### src/rtl/tempsense_fmt_pkg.sv
// Shared definitions for the temperature report formatter.
//   state_e      : formatter FSM states
//   CH_*         : ASCII characters used in the record
//   IDX_*        : byte positions inside the fixed record body
//   TEMP_W/DLY_W : widths of the captured temperature and delay
package tempsense_fmt_pkg;

  localparam int unsigned TEMP_W = 13;
  localparam int unsigned DLY_W  = 12;

  typedef enum logic [1:0] {IDLE, CONV_T, CONV_D, EMIT} state_e;

  localparam logic [7:0] CH_T     = 8'h54;
  localparam logic [7:0] CH_EQ    = 8'h3D;
  localparam logic [7:0] CH_PLUS  = 8'h2B;
  localparam logic [7:0] CH_MINUS = 8'h2D;
  localparam logic [7:0] CH_DOT   = 8'h2E;
  localparam logic [7:0] CH_C     = 8'h43;
  localparam logic [7:0] CH_SP    = 8'h20;
  localparam logic [7:0] CH_D     = 8'h44;
  localparam logic [7:0] CH_S     = 8'h73;
  localparam logic [7:0] CH_CR    = 8'h0D;
  localparam logic [7:0] CH_LF    = 8'h0A;
  localparam logic [7:0] CH_STAR  = 8'h2A;
  localparam logic [7:0] CH_0     = 8'h30;

  localparam int unsigned IDX_SIGN   = 2;
  localparam int unsigned IDX_INT    = 3;
  localparam int unsigned IDX_DOT    = 6;
  localparam int unsigned IDX_TENTH  = 7;
  localparam int unsigned IDX_UNIT   = 8;
  localparam int unsigned IDX_DLY    = 12;
  localparam int unsigned IDX_SUFFIX = 16;
  localparam int unsigned IDX_TAIL   = 17;
  localparam int unsigned BODY_LEN   = 17;

  function automatic logic [7:0] dig_ascii(input logic [3:0] d);
    return CH_0 | {4'h0, d};
  endfunction

  function automatic logic [7:0] hex_ascii(input logic [3:0] n);
    return (n < 4'd10) ? (8'h30 + {4'h0, n}) : (8'h37 + {4'h0, n});
  endfunction

endpackage

### src/rtl/tempsense_fifo_formatter_bin2bcd.sv
// Sequential double-dabble binary to 4-digit BCD converter.
//   MCLK, nRESET : clock, asynchronous active-low reset
//   START        : load BIN and begin conversion
//   BIN          : binary input, BCD_WIDTH bits
//   BCD          : four BCD digits, valid while DONE is high and afterwards
//   DONE         : one-cycle pulse, BCD_WIDTH+1 cycles after START
module bin2bcd_seq #(
  parameter int unsigned BCD_WIDTH = 12
) (
  input  logic                 MCLK,
  input  logic                 nRESET,
  input  logic                 START,
  input  logic [BCD_WIDTH-1:0] BIN,
  output logic [15:0]          BCD,
  output logic                 DONE
);

  localparam int unsigned CNT_W = $clog2(BCD_WIDTH + 1);
  localparam int unsigned SH_W  = 16 + BCD_WIDTH;

  logic [SH_W-1:0]  sh_q, sh_d, adj;
  logic [CNT_W-1:0] cnt_q, cnt_d;
  logic             active_q, active_d;
  logic             done_q, done_d;

  always_comb begin
    sh_d     = sh_q;
    cnt_d    = cnt_q;
    active_d = active_q;
    done_d   = 1'b0;
    adj      = sh_q;
    for (int unsigned i = 0; i < 4; i++) begin
      if (adj[BCD_WIDTH + 4*i +: 4] >= 4'd5)
        adj[BCD_WIDTH + 4*i +: 4] = adj[BCD_WIDTH + 4*i +: 4] + 4'd3;
    end
    if (START) begin
      sh_d     = {16'h0000, BIN};
      cnt_d    = CNT_W'(BCD_WIDTH);
      active_d = 1'b1;
    end else if (active_q) begin
      sh_d  = adj << 1;
      cnt_d = cnt_q - CNT_W'(1);
      if (cnt_q == CNT_W'(1)) begin
        active_d = 1'b0;
        done_d   = 1'b1;
      end
    end
  end

  always_ff @(posedge MCLK or negedge nRESET) begin
    if (!nRESET) begin
      sh_q     <= '0;
      cnt_q    <= '0;
      active_q <= 1'b0;
      done_q   <= 1'b0;
    end else begin
      sh_q     <= sh_d;
      cnt_q    <= cnt_d;
      active_q <= active_d;
      done_q   <= done_d;
    end
  end

  assign BCD  = sh_q[BCD_WIDTH +: 16];
  assign DONE = done_q;

endmodule

### src/rtl/tempsense_fifo_formatter.sv
// Captures temperature/delay reports, converts both to decimal and streams a
// fixed ASCII record "T=sIII.FC D=DDDDs" + EOL over a valid/ready byte port.
// Optional macro TEMPFMT_CHECKSUM_EN inserts "*HH" (XOR of bytes 0..16) before EOL.
//   MCLK, nRESET   : clock, asynchronous active-low reset
//   FIFOTEMP       : signed temperature, LSB 0.0625 degC
//   FIFODLYTIME    : unsigned startup delay, seconds
//   nFIFOSENDTEMP  : active-low report strobe (falling edge = report)
//   TXDATA/TXVALID : byte stream out, TXREADY accepts
//   BUSY           : record being converted or emitted
//   DROPPED        : sticky, a report arrived while the pending slot was full
module tempsense_fifo_formatter
  import tempsense_fmt_pkg::*;
#(
  parameter bit          EOL_CRLF  = 1'b1,
  parameter int unsigned BCD_WIDTH = 12
) (
  input  logic        MCLK,
  input  logic        nRESET,
  input  logic [12:0] FIFOTEMP,
  input  logic [11:0] FIFODLYTIME,
  input  logic        nFIFOSENDTEMP,
  output logic [7:0]  TXDATA,
  output logic        TXVALID,
  input  logic        TXREADY,
  output logic        BUSY,
  output logic        DROPPED
);

`ifdef TEMPFMT_CHECKSUM_EN
  localparam int unsigned CK_LEN = 3;
`else
  localparam int unsigned CK_LEN = 0;
`endif
  localparam int unsigned EOL_LEN  = EOL_CRLF ? 2 : 1;
  localparam int unsigned REC_LEN  = BODY_LEN + CK_LEN + EOL_LEN;
  localparam logic [4:0]  LAST_IDX = 5'(REC_LEN - 1);

  state_e              state_q, state_d;
  logic                prev_q, prev_d;
  logic                slot_full_q, slot_full_d;
  logic [TEMP_W-1:0]   slot_temp_q, slot_temp_d;
  logic [DLY_W-1:0]    slot_dly_q, slot_dly_d;
  logic                work_sign_q, work_sign_d;
  logic [TEMP_W-1:0]   work_mag_q, work_mag_d;
  logic [DLY_W-1:0]    work_dly_q, work_dly_d;
  logic [11:0]         t_bcd_q, t_bcd_d;
  logic [15:0]         d_bcd_q, d_bcd_d;
  logic [4:0]          idx_q, idx_d;
  logic [7:0]          txdata_q, txdata_d;
  logic                txvalid_q, txvalid_d;
  logic                busy_q, busy_d;
  logic                dropped_q, dropped_d;
  logic                start_q, start_d;

  logic                report, take;
  logic [BCD_WIDTH-1:0] bcd_bin;
  logic [15:0]         bcd_out;
  logic                bcd_done;
  logic [3:0]          tenth;
  logic [7:0]          rec [REC_LEN];
`ifdef TEMPFMT_CHECKSUM_EN
  logic [7:0]          ck;
`endif

  // start_q is high in the first cycle of CONV_T / CONV_D, so the state
  // already selects the right operand when the converter samples it.
  assign bcd_bin = (state_q == CONV_D) ? BCD_WIDTH'(work_dly_q)
                                       : BCD_WIDTH'(work_mag_q[12:4]);

  bin2bcd_seq #(.BCD_WIDTH(BCD_WIDTH)) u_bcd (
    .MCLK   (MCLK),
    .nRESET (nRESET),
    .START  (start_q),
    .BIN    (bcd_bin),
    .BCD    (bcd_out),
    .DONE   (bcd_done)
  );

  always_comb begin
    tenth = 4'(({4'h0, work_mag_q[3:0]} * 8'd10) >> 4);
    for (int unsigned i = 0; i < REC_LEN; i++) rec[i] = CH_SP;
    rec[0]              = CH_T;
    rec[1]              = CH_EQ;
    rec[IDX_SIGN]       = work_sign_q ? CH_MINUS : CH_PLUS;
    rec[IDX_INT]        = dig_ascii(t_bcd_q[11:8]);
    rec[IDX_INT + 1]    = dig_ascii(t_bcd_q[7:4]);
    rec[IDX_INT + 2]    = dig_ascii(t_bcd_q[3:0]);
    rec[IDX_DOT]        = CH_DOT;
    rec[IDX_TENTH]      = dig_ascii(tenth);
    rec[IDX_UNIT]       = CH_C;
    rec[IDX_UNIT + 1]   = CH_SP;
    rec[IDX_UNIT + 2]   = CH_D;
    rec[IDX_UNIT + 3]   = CH_EQ;
    rec[IDX_DLY]        = dig_ascii(d_bcd_q[15:12]);
    rec[IDX_DLY + 1]    = dig_ascii(d_bcd_q[11:8]);
    rec[IDX_DLY + 2]    = dig_ascii(d_bcd_q[7:4]);
    rec[IDX_DLY + 3]    = dig_ascii(d_bcd_q[3:0]);
    rec[IDX_SUFFIX]     = CH_S;
`ifdef TEMPFMT_CHECKSUM_EN
    ck = '0;
    for (int unsigned i = 0; i < BODY_LEN; i++) ck = ck ^ rec[i];
    rec[IDX_TAIL]     = CH_STAR;
    rec[IDX_TAIL + 1] = hex_ascii(ck[7:4]);
    rec[IDX_TAIL + 2] = hex_ascii(ck[3:0]);
`endif
    for (int unsigned j = 0; j < EOL_LEN; j++)
      rec[BODY_LEN + CK_LEN + j] = (EOL_CRLF && j == 0) ? CH_CR : CH_LF;
  end

  always_comb begin
    report = prev_q & ~nFIFOSENDTEMP;
    take   = (state_q == IDLE) && slot_full_q;

    prev_d      = nFIFOSENDTEMP;
    state_d     = state_q;
    slot_full_d = slot_full_q;
    slot_temp_d = slot_temp_q;
    slot_dly_d  = slot_dly_q;
    work_sign_d = work_sign_q;
    work_mag_d  = work_mag_q;
    work_dly_d  = work_dly_q;
    t_bcd_d     = t_bcd_q;
    d_bcd_d     = d_bcd_q;
    idx_d       = idx_q;
    txdata_d    = txdata_q;
    txvalid_d   = txvalid_q;
    busy_d      = busy_q;
    dropped_d   = dropped_q;
    start_d     = 1'b0;

    // A slot being taken this cycle counts as empty for an incoming report.
    if (take) slot_full_d = 1'b0;
    if (report) begin
      if (slot_full_q && !take) begin
        dropped_d = 1'b1;
      end else begin
        slot_full_d = 1'b1;
        slot_temp_d = FIFOTEMP;
        slot_dly_d  = FIFODLYTIME;
      end
    end

    case (state_q)
      IDLE: begin
        if (slot_full_q) begin
          state_d     = CONV_T;
          busy_d      = 1'b1;
          start_d     = 1'b1;
          work_sign_d = slot_temp_q[12];
          work_mag_d  = slot_temp_q[12] ? (~slot_temp_q + 13'd1) : slot_temp_q;
          work_dly_d  = slot_dly_q;
        end
      end
      CONV_T: begin
        if (bcd_done) begin
          t_bcd_d = bcd_out[11:0];
          state_d = CONV_D;
          start_d = 1'b1;
        end
      end
      CONV_D: begin
        if (bcd_done) begin
          d_bcd_d   = bcd_out;
          state_d   = EMIT;
          idx_d     = '0;
          txvalid_d = 1'b1;
          txdata_d  = rec[0];
        end
      end
      EMIT: begin
        if (TXREADY) begin
          if (idx_q == LAST_IDX) begin
            state_d   = IDLE;
            txvalid_d = 1'b0;
            busy_d    = slot_full_d;
          end else begin
            idx_d    = idx_q + 5'd1;
            txdata_d = rec[idx_q + 5'd1];
          end
        end
      end
      default: state_d = IDLE;
    endcase
  end

  always_ff @(posedge MCLK or negedge nRESET) begin
    if (!nRESET) begin
      state_q     <= IDLE;
      prev_q      <= 1'b1;
      slot_full_q <= 1'b0;
      slot_temp_q <= '0;
      slot_dly_q  <= '0;
      work_sign_q <= 1'b0;
      work_mag_q  <= '0;
      work_dly_q  <= '0;
      t_bcd_q     <= '0;
      d_bcd_q     <= '0;
      idx_q       <= '0;
      txdata_q    <= '0;
      txvalid_q   <= 1'b0;
      busy_q      <= 1'b0;
      dropped_q   <= 1'b0;
      start_q     <= 1'b0;
    end else begin
      state_q     <= state_d;
      prev_q      <= prev_d;
      slot_full_q <= slot_full_d;
      slot_temp_q <= slot_temp_d;
      slot_dly_q  <= slot_dly_d;
      work_sign_q <= work_sign_d;
      work_mag_q  <= work_mag_d;
      work_dly_q  <= work_dly_d;
      t_bcd_q     <= t_bcd_d;
      d_bcd_q     <= d_bcd_d;
      idx_q       <= idx_d;
      txdata_q    <= txdata_d;
      txvalid_q   <= txvalid_d;
      busy_q      <= busy_d;
      dropped_q   <= dropped_d;
      start_q     <= start_d;
    end
  end

  assign TXDATA  = txdata_q;
  assign TXVALID = txvalid_q;
  assign BUSY    = busy_q;
  assign DROPPED = dropped_q;

endmodule

### config.mk
export PLATFORM = sky130hd
export DESIGN_NAME = tempsense_fifo_formatter
export DESIGN_NICKNAME = d
export VERILOG_FILES = /design/src/rtl/tempsense_fmt_pkg.sv /design/src/rtl/tempsense_fifo_formatter_bin2bcd.sv /design/src/rtl/tempsense_fifo_formatter.sv
export SDC_FILE = /design/constraint.sdc
export NUM_CORES = 1
export LEC_CHECK = 0
export BUFFER_PORTS_ARGS = -buffer_cell sky130_fd_sc_hd__buf_2
export CORE_UTILIZATION = 40
export DETAILED_ROUTE_END_ITERATION = 16
export PLACE_DENSITY = 0.68
export SLEW_MARGIN = 5
export SYNTH_ARGS = -nofsm -noshare
export SYNTH_HDL_FRONTEND = slang
export SYNTH_SLANG_ARGS = --single-unit
### constraint.sdc
create_clock -name MCLK -period 5.33 [get_ports MCLK]
set_clock_uncertainty 0.05 [all_clocks]
set_input_delay 0.7995 -clock MCLK [delete_from_list [all_inputs] [get_ports MCLK]]
set_output_delay 0.7995 -clock MCLK [all_outputs]
set_load 0.01 [all_outputs]
==> metrics, run 1 <==
peak ir drop on the vdd network=0.0002699 V; post-detailed-route count of antenna-violating nets=0; WP data required=5.55 ns; DRC violation count after routing=0; post-synthesis compound-gate area fraction=13.18%; Post-Synth Simple-Gate Area=11.79%; drt total wl=13.98 mm; area share of the largest cell type after synthesis=48.88%; dpl cells=856; status=finished clean; chip width=132.0 µm; Fin. Hold Viols=0; GRT Overall Usage=17.06%; count of different cell masters after synthesis=61; CP Buf/Inv Count=2; WS Path Type=register to register; cell depth of the worst flop-to-flop path=7; Final min period=around 3.2 ns; CP Launch Type=register; max-cap violations=0; root buffer selected by CTS=clkbuf_16; crit-path max cell delay=approximately 0.85 ns; CP arrival=~3.5 ns; Avg Cell Area, Syn=10.68 µm²; # hold bufs at CTS=0; setup bufs post-CTS=0; sequential share of the synthesized area=about half; # diodes=0; Setup violations, final=0; Synth area leaders=dfrtp_1, mux2_2, ha_1; Leakage=3.438 nW; antenna violations before repair=0; DP HPWL=between 9 and 10 mm; I/O pins=40; TritonCTS buffer count=17; maximum clock path buffer count=2; Syn Std Cell Area=6758 µm²; Worst setup EP type=register; core area=16520 µm²; CTS tree=done; reg2reg start=idx_q[0]; Gate Count Post-Synth=633; ys flop type=dfrtp_1; first-pass GRT wire length=about 24 mm; GP Congestion=0.7984; Via density=between 5 and 6; drt pass-1 iters=4; Yosys reg bits=133; highest clock rate=309.3 MHz; Die Ht=~130 µm; Site Rows=47; synth cell count leaders=dfrtp_1, nand2_1, o21ai_0; footprint of the multi-input gates=roughly 3200 µm²; leading area contributor after synthesis=dfrtp_1; Final Non-Filler Cells=887; CP cell instances=buf_4, ha_1, nand3_1, xor2_1, inv_1, a311oi_1, o31ai_1; register area=3329 µm²; vias in the first global route=4823; most common cell in the netlist=dfrtp_1; largest family of logic cells by synthesized area=multiplexers; remaining global-route overflow=0; Setup TNS=0 ns; initial core utilization=40.89%; Slowest cell on crit path=xor2_1; total of warnings raised by yosys=0; DR vias=4660; Post-Synth XOR/XNOR Area=3.092%; crit path max fanout=29; mux cell area share after synthesis=13.85%; syn nets=687; wire per inst=15.76 µm; CTS H-tree lvls=4; post-synthesis adder-cell area fraction=around 4.7%; Final Cycle Share=60.65%; Hold WC Path Type=primary input to asynchronous set/reset pin; Layout area overhead=14.02%; Clk Latency, worst-skew pair=around 0.41 ns; reg2reg end=TXDATA[0]; Nets=709; ys async rst share=100.0%; I/O Buffers=38; final-layout fill cell count=roughly 1500; DRT iter0 DRCs=244; Levels on crit path=7; Post-CTS Resized=0; clk sinks=133; Reg2Reg Setup Slack=2.10 ns; slew margin rel.=32.07%; RSZ-0062 raised after global routing=no; largest net degree at the start of global routing=between 60 and 70; Reg clk slew, reported paths=0.06 ns; layout cells sized above 1=21.29%; delay-heaviest family, CP=XOR/XNOR gates; Pwr Density=roughly 310 nW/µm²; max-slew violation count=0; EDFF count, synth=0; DIE AREA=17420 µm²; Slew @ Worst Pin=1.015 ns
layout make-up:
class	count	share of cell area, %
clock buffer	21	6.106
clock inverter	10	1.884
inverter	22	1.072
multi-input combinational	437	41.07
sequential	133	43.21
tap	220	3.573
timing repair buffer	44	3.085
layer usage:
| layer | vias to the layer above | GRT usage, % | part of all wire, % |
|---|---|---|---|
| met4 | 0 | 4.005 | 0.64 |
| met1 | 2309 | 21.89 | 45 |
| met3 | 8 | 3.768 | 2.9 |
| met5 | - | 0 | 0 |
| met2 | 82 | 29.31 | 51 |
| li1 | 2261 | - | - |
cells by family after synthesis:
logic type | Yosys count
xor gates and xnor gates | 23
other | 1
AOI/OAI and AO/OA | 144
buffers and inverters | 63
muxes | 83
and+or+nand+nor | 161
DFF | 133
adders and majority gates | 25
stage by stage:
| stage | hold slack, ns | setup slack, ns | cell area, µm² | util [%] | power [mW] |
|---|---|---|---|---|---|
| CTS | 0.2674 | 2.080 | 7700 | 46.60 | 2.438 |
| global route | 0.2903 | 1.893 | 7705 | 46.63 | 2.495 |
| floorplan | 0.3918 | 3.210 | 6758 | - | 1.168 |
| finish | 0.2691 | 2.097 | 7705 | 46.63 | 2.408 |
| detailed placement | 0.4117 | 2.139 | 7084 | 42.87 | 1.224 |
| global placement | 0.3854 | 2.158 | 7084 | 42.87 | 1.216 |
state kept, by name (all words and copies together) (netlist names), 4 cells and up:
| name | cells |
|---|---|
| slot_dly_q | 12 |
| d_bcd_q | 16 |
| t_bcd_q | 12 |
| work_mag_q | 13 |
| u_bcd.sh_q | 28 |
| u_bcd.cnt_q | 4 |
| work_dly_q | 12 |
| idx_q | 5 |
| TXDATA | 7 |
| slot_temp_q | 13 |
layout by cell type (no fill, tap or decap), types with 20 or more instances in the layout:
cell | synthesis | routed
mux2i_1 | 26 | 26
nand2_1 | 59 | 59
o21ai_0 | 54 | 54
dfrtp_1 | 132 | 132
mux2_2 | 52 | 52
a21oi_1 | 26 | 26
inv_1 | 20 | 20
buf_2 | 16 | 37
ha_1 | 24 | 24
nor2_1 | 32 | 32
how the worst max path moves through the flow:
stage | slack, ns | end | start
CTS | 2.08 | TXDATA[0] | idx_q[0]
floorplan | 3.21 | TXDATA[2] | work_mag_q[3]
detailed placement | 2.14 | TXDATA[0] | idx_q[0]
finish | 2.10 | TXDATA[0] | idx_q[0]
global placement | 2.16 | TXDATA[0] | idx_q[0]
global route | 1.89 | TXDATA[0] | idx_q[0]
where the power goes:
group	switching (mW)	total, mW	internal (mW)	leakage (nW)
clock network	0.430	1.20	0.774	0.296
registers	0.0326	1.08	1.05	1.78
logic	0.0623	0.126	0.0634	1.37
Power figures use the tool's default switching activity.
==> run 2: changes to the inputs <==
--- a/config.mk
+++ b/config.mk
@@ -8,7 +8,7 @@
 export BUFFER_PORTS_ARGS = -buffer_cell sky130_fd_sc_hd__buf_2
 export CORE_UTILIZATION = 40
 export DETAILED_ROUTE_END_ITERATION = 16
-export PLACE_DENSITY = 0.68
+export PLACE_DENSITY = 0.7
 export SLEW_MARGIN = 5
 export SYNTH_ARGS = -nofsm -noshare
 export SYNTH_HDL_FRONTEND = slang
==> constraint.sdc (replaced) <==
create_clock -name MCLK -period 2.62 [get_ports MCLK]
set_clock_uncertainty 0.05 [all_clocks]
set_input_delay 0.393 -clock MCLK [delete_from_list [all_inputs] [get_ports MCLK]]
set_output_delay 0.393 -clock MCLK [all_outputs]
set_load 0.01 [all_outputs]
==> run 2 against run 1 <==
Setup slack lost 1.7 ns; register-to-register slack lost 1.7 ns; die area is the same; largest cell class unchanged; critical path depth grew 1; sequential power grew 100%; via count grew 1.3%; non-clock buffer count grew 12; first-iteration DRC count shrank 22%; sequential cell count is the same.
==> metrics, run 2 (same netlist as run 1, synthesis figures left out) <==
worst hold margin=0.03474 ns (was 0.2691 ns); Seq pwr share=45.4% (was 44.8%); switching pwr=1.118 mW (was 524.9 µW); switching share of power=23.09% (was 21.80%); maximum clock path buffer count=2 (unchanged); Clock Power Share=49.2% (was 50.0%); Layout area overhead=15.40% (was 14.02%); Post-CTS Resized=0 (unchanged); Hold Startpoint=nFIFOSENDTEMP; clk sinks=133 (unchanged); Clk Latency, worst-skew pair=0.42 ns (was 0.41 ns); Nets=721 (was 709); layout cells sized above 1=22.79% (was 21.29%); chip width=132.0 µm (unchanged); setup bufs post-CTS=0 (unchanged); Setup violations, final=0 (unchanged); CTS H-tree lvls=4 (unchanged); RSZ-0062 raised after global routing=no (unchanged); crit path max fanout=4 (was 29); highest clock rate=440.8 MHz (was 309.3 MHz); initial core utilization=40.89% (unchanged); DR vias=4721 (was 4660); WP data required=2.86 ns (was 5.55 ns); slew margin rel.=53.38% (was 32.07%); first-pass GRT wire length=23.80 mm (was 23.89 mm); Reg clk slew, reported paths=0.06 ns (about the same); CTS tree=done (unchanged); Leakage=3.492 nW (was 3.438 nW); I/O Buffers=38 (unchanged); most frequent cells in the layout=dfrtp_1, nand2_1, o21ai_0 (unchanged); drt total wl=13.67 mm (was 13.98 mm); GP Congestion=0.8568 (was 0.7984); Site Rows=47 (unchanged); Pint=3.722 mW (was 1.883 mW); DRC violation count after routing=0 (unchanged); Final Instance Area=7799 µm² (was 7705 µm²); setup ws final=0.3515 ns (was 2.097 ns); antenna violations before repair=0 (unchanged); max-cap violations=0 (unchanged); Final Cycle Share=86.58% (was 60.65%); Pwr Density=620.6 nW/µm² (was 312.5 nW/µm²); I/O pins=40 (unchanged); max reg flops=28 (unchanged); root buffer selected by CTS=clkbuf_16 (unchanged); core area=16520 µm² (unchanged); largest register by flop count=u_bcd.sh_q (unchanged); drt pass-1 iters=4 (unchanged); remaining global-route overflow=0 (unchanged); peak ir drop on the vdd network=0.0004781 V (was 0.0002699 V); Placed Area=7192 µm² (was 7084 µm²); CP Launch Type=register (unchanged); CP arrival=2.51 ns (was 3.46 ns); reg2reg start=work_mag_q[3] (was idx_q[0]); Setup TNS=0 ns (unchanged); Final min period=2.268 ns (was 3.233 ns); Via density=5.246 (was 5.254); GRT Overall Usage=17.01% (was 17.06%); commonest non-fill, non-tap cell in the layout=dfrtp_1 (unchanged); wire per inst=15.19 µm (was 15.76 µm); logic gate share of total power=5.4% (was 5.2%); Worst setup EP type=register (unchanged); CP startpoint=work_mag_q[3] (was idx_q[0]); biggest registers after layout=u_bcd.sh_q: 28 flops, d_bcd_q: 16 flops (unchanged); post-detailed-route count of antenna-violating nets=0 (unchanged); TritonCTS buffer count=17 (unchanged); status=finished clean (unchanged); Hold WC Path Type=primary input to register (was primary input to asynchronous set/reset pin); DRT iter0 DRCs=191 (was 244); Fin. Hold Viols=0 (unchanged); DP HPWL=9.524 mm (was 9.508 mm); WS Path Type=register to register (unchanged); post-placement worst setup slack=0.3615 ns (was 2.139 ns); Die Ht=132.0 µm (unchanged); largest net degree at the start of global routing=45 (was 65); # diodes=0 (unchanged); vias in the first global route=4903 (was 4823); max-slew violation count=0 (unchanged); DIE AREA=17420 µm² (unchanged); Slew @ Worst Pin=0.6993 ns (was 1.015 ns)
## run 2: through the flow
stage	power [mW]	utilization (%)	instances
6_report	4.840	47.19	900
5_1_grt	5.025	47.19	900
4_1_cts	4.891	47.19	900
3_5_place_dp	2.498	43.52	867
3_3_place_gp	2.485	43.52	867
2_1_floorplan	2.376	-	633
## run 2: final timing paths
check,depth (start not counted),slack [ns],to
min,1,0.03,prev_q
max reg2reg,8,0.35,TXDATA[2]
min reg2reg,2,0.43,TXDATA[5]
min in group asynchronous,2,0.50,work_mag_q[4]
max in group asynchronous,3,1.37,u_bcd.cnt_q[2]
max,8,0.35,TXDATA[2]
## run 2: cell type report
type	instances	area, µm²
fillers	1504	8726
repair buffers	56	355.3
clock inverters	13	143.9
well taps	220	275.3
clock buffers	19	452.9
multi-input cells	437	3159
flip-flops and latches	133	3329
inverters	22	82.58
## run 2: worst max-delay path, stage by stage, from the launching register on
cell	delay [ns]
dfrtp_1	0.43
ha_1	0.30
ha_1	0.22
fa_1	0.39
xnor2_1	0.16
a21oi_1	0.09
o2111a_1	0.23
a211oi_1	0.20
a21oi_1	0.06
## run 2: power groups by stage
| stage | registers, mW | clock network (mW) | logic (mW) |
|---|---|---|---|
| after floorplan | 2.20 | 0 | 0.172 |
| after global placement | 2.23 | 0 | 0.257 |
| after detailed placement | 2.23 | 0 | 0.265 |
| after CTS | 2.20 | 2.42 | 0.271 |
| after global routing | 2.21 | 2.52 | 0.298 |
| final | 2.20 | 2.38 | 0.264 |
## run 2: what timing repair did
action | 4_1_cts | 5_1_grt
hold buffers | 1 | 0
hold endpoints to repair | 40 | 0
endpoints found under the setup margin | 0 | 0
## run 2: layer usage
metal  track usage, %  wire length, µm
met5                0                0
met4            5.491              152
met3            3.729              506
met2            29.37             6913
met1            21.14             6097
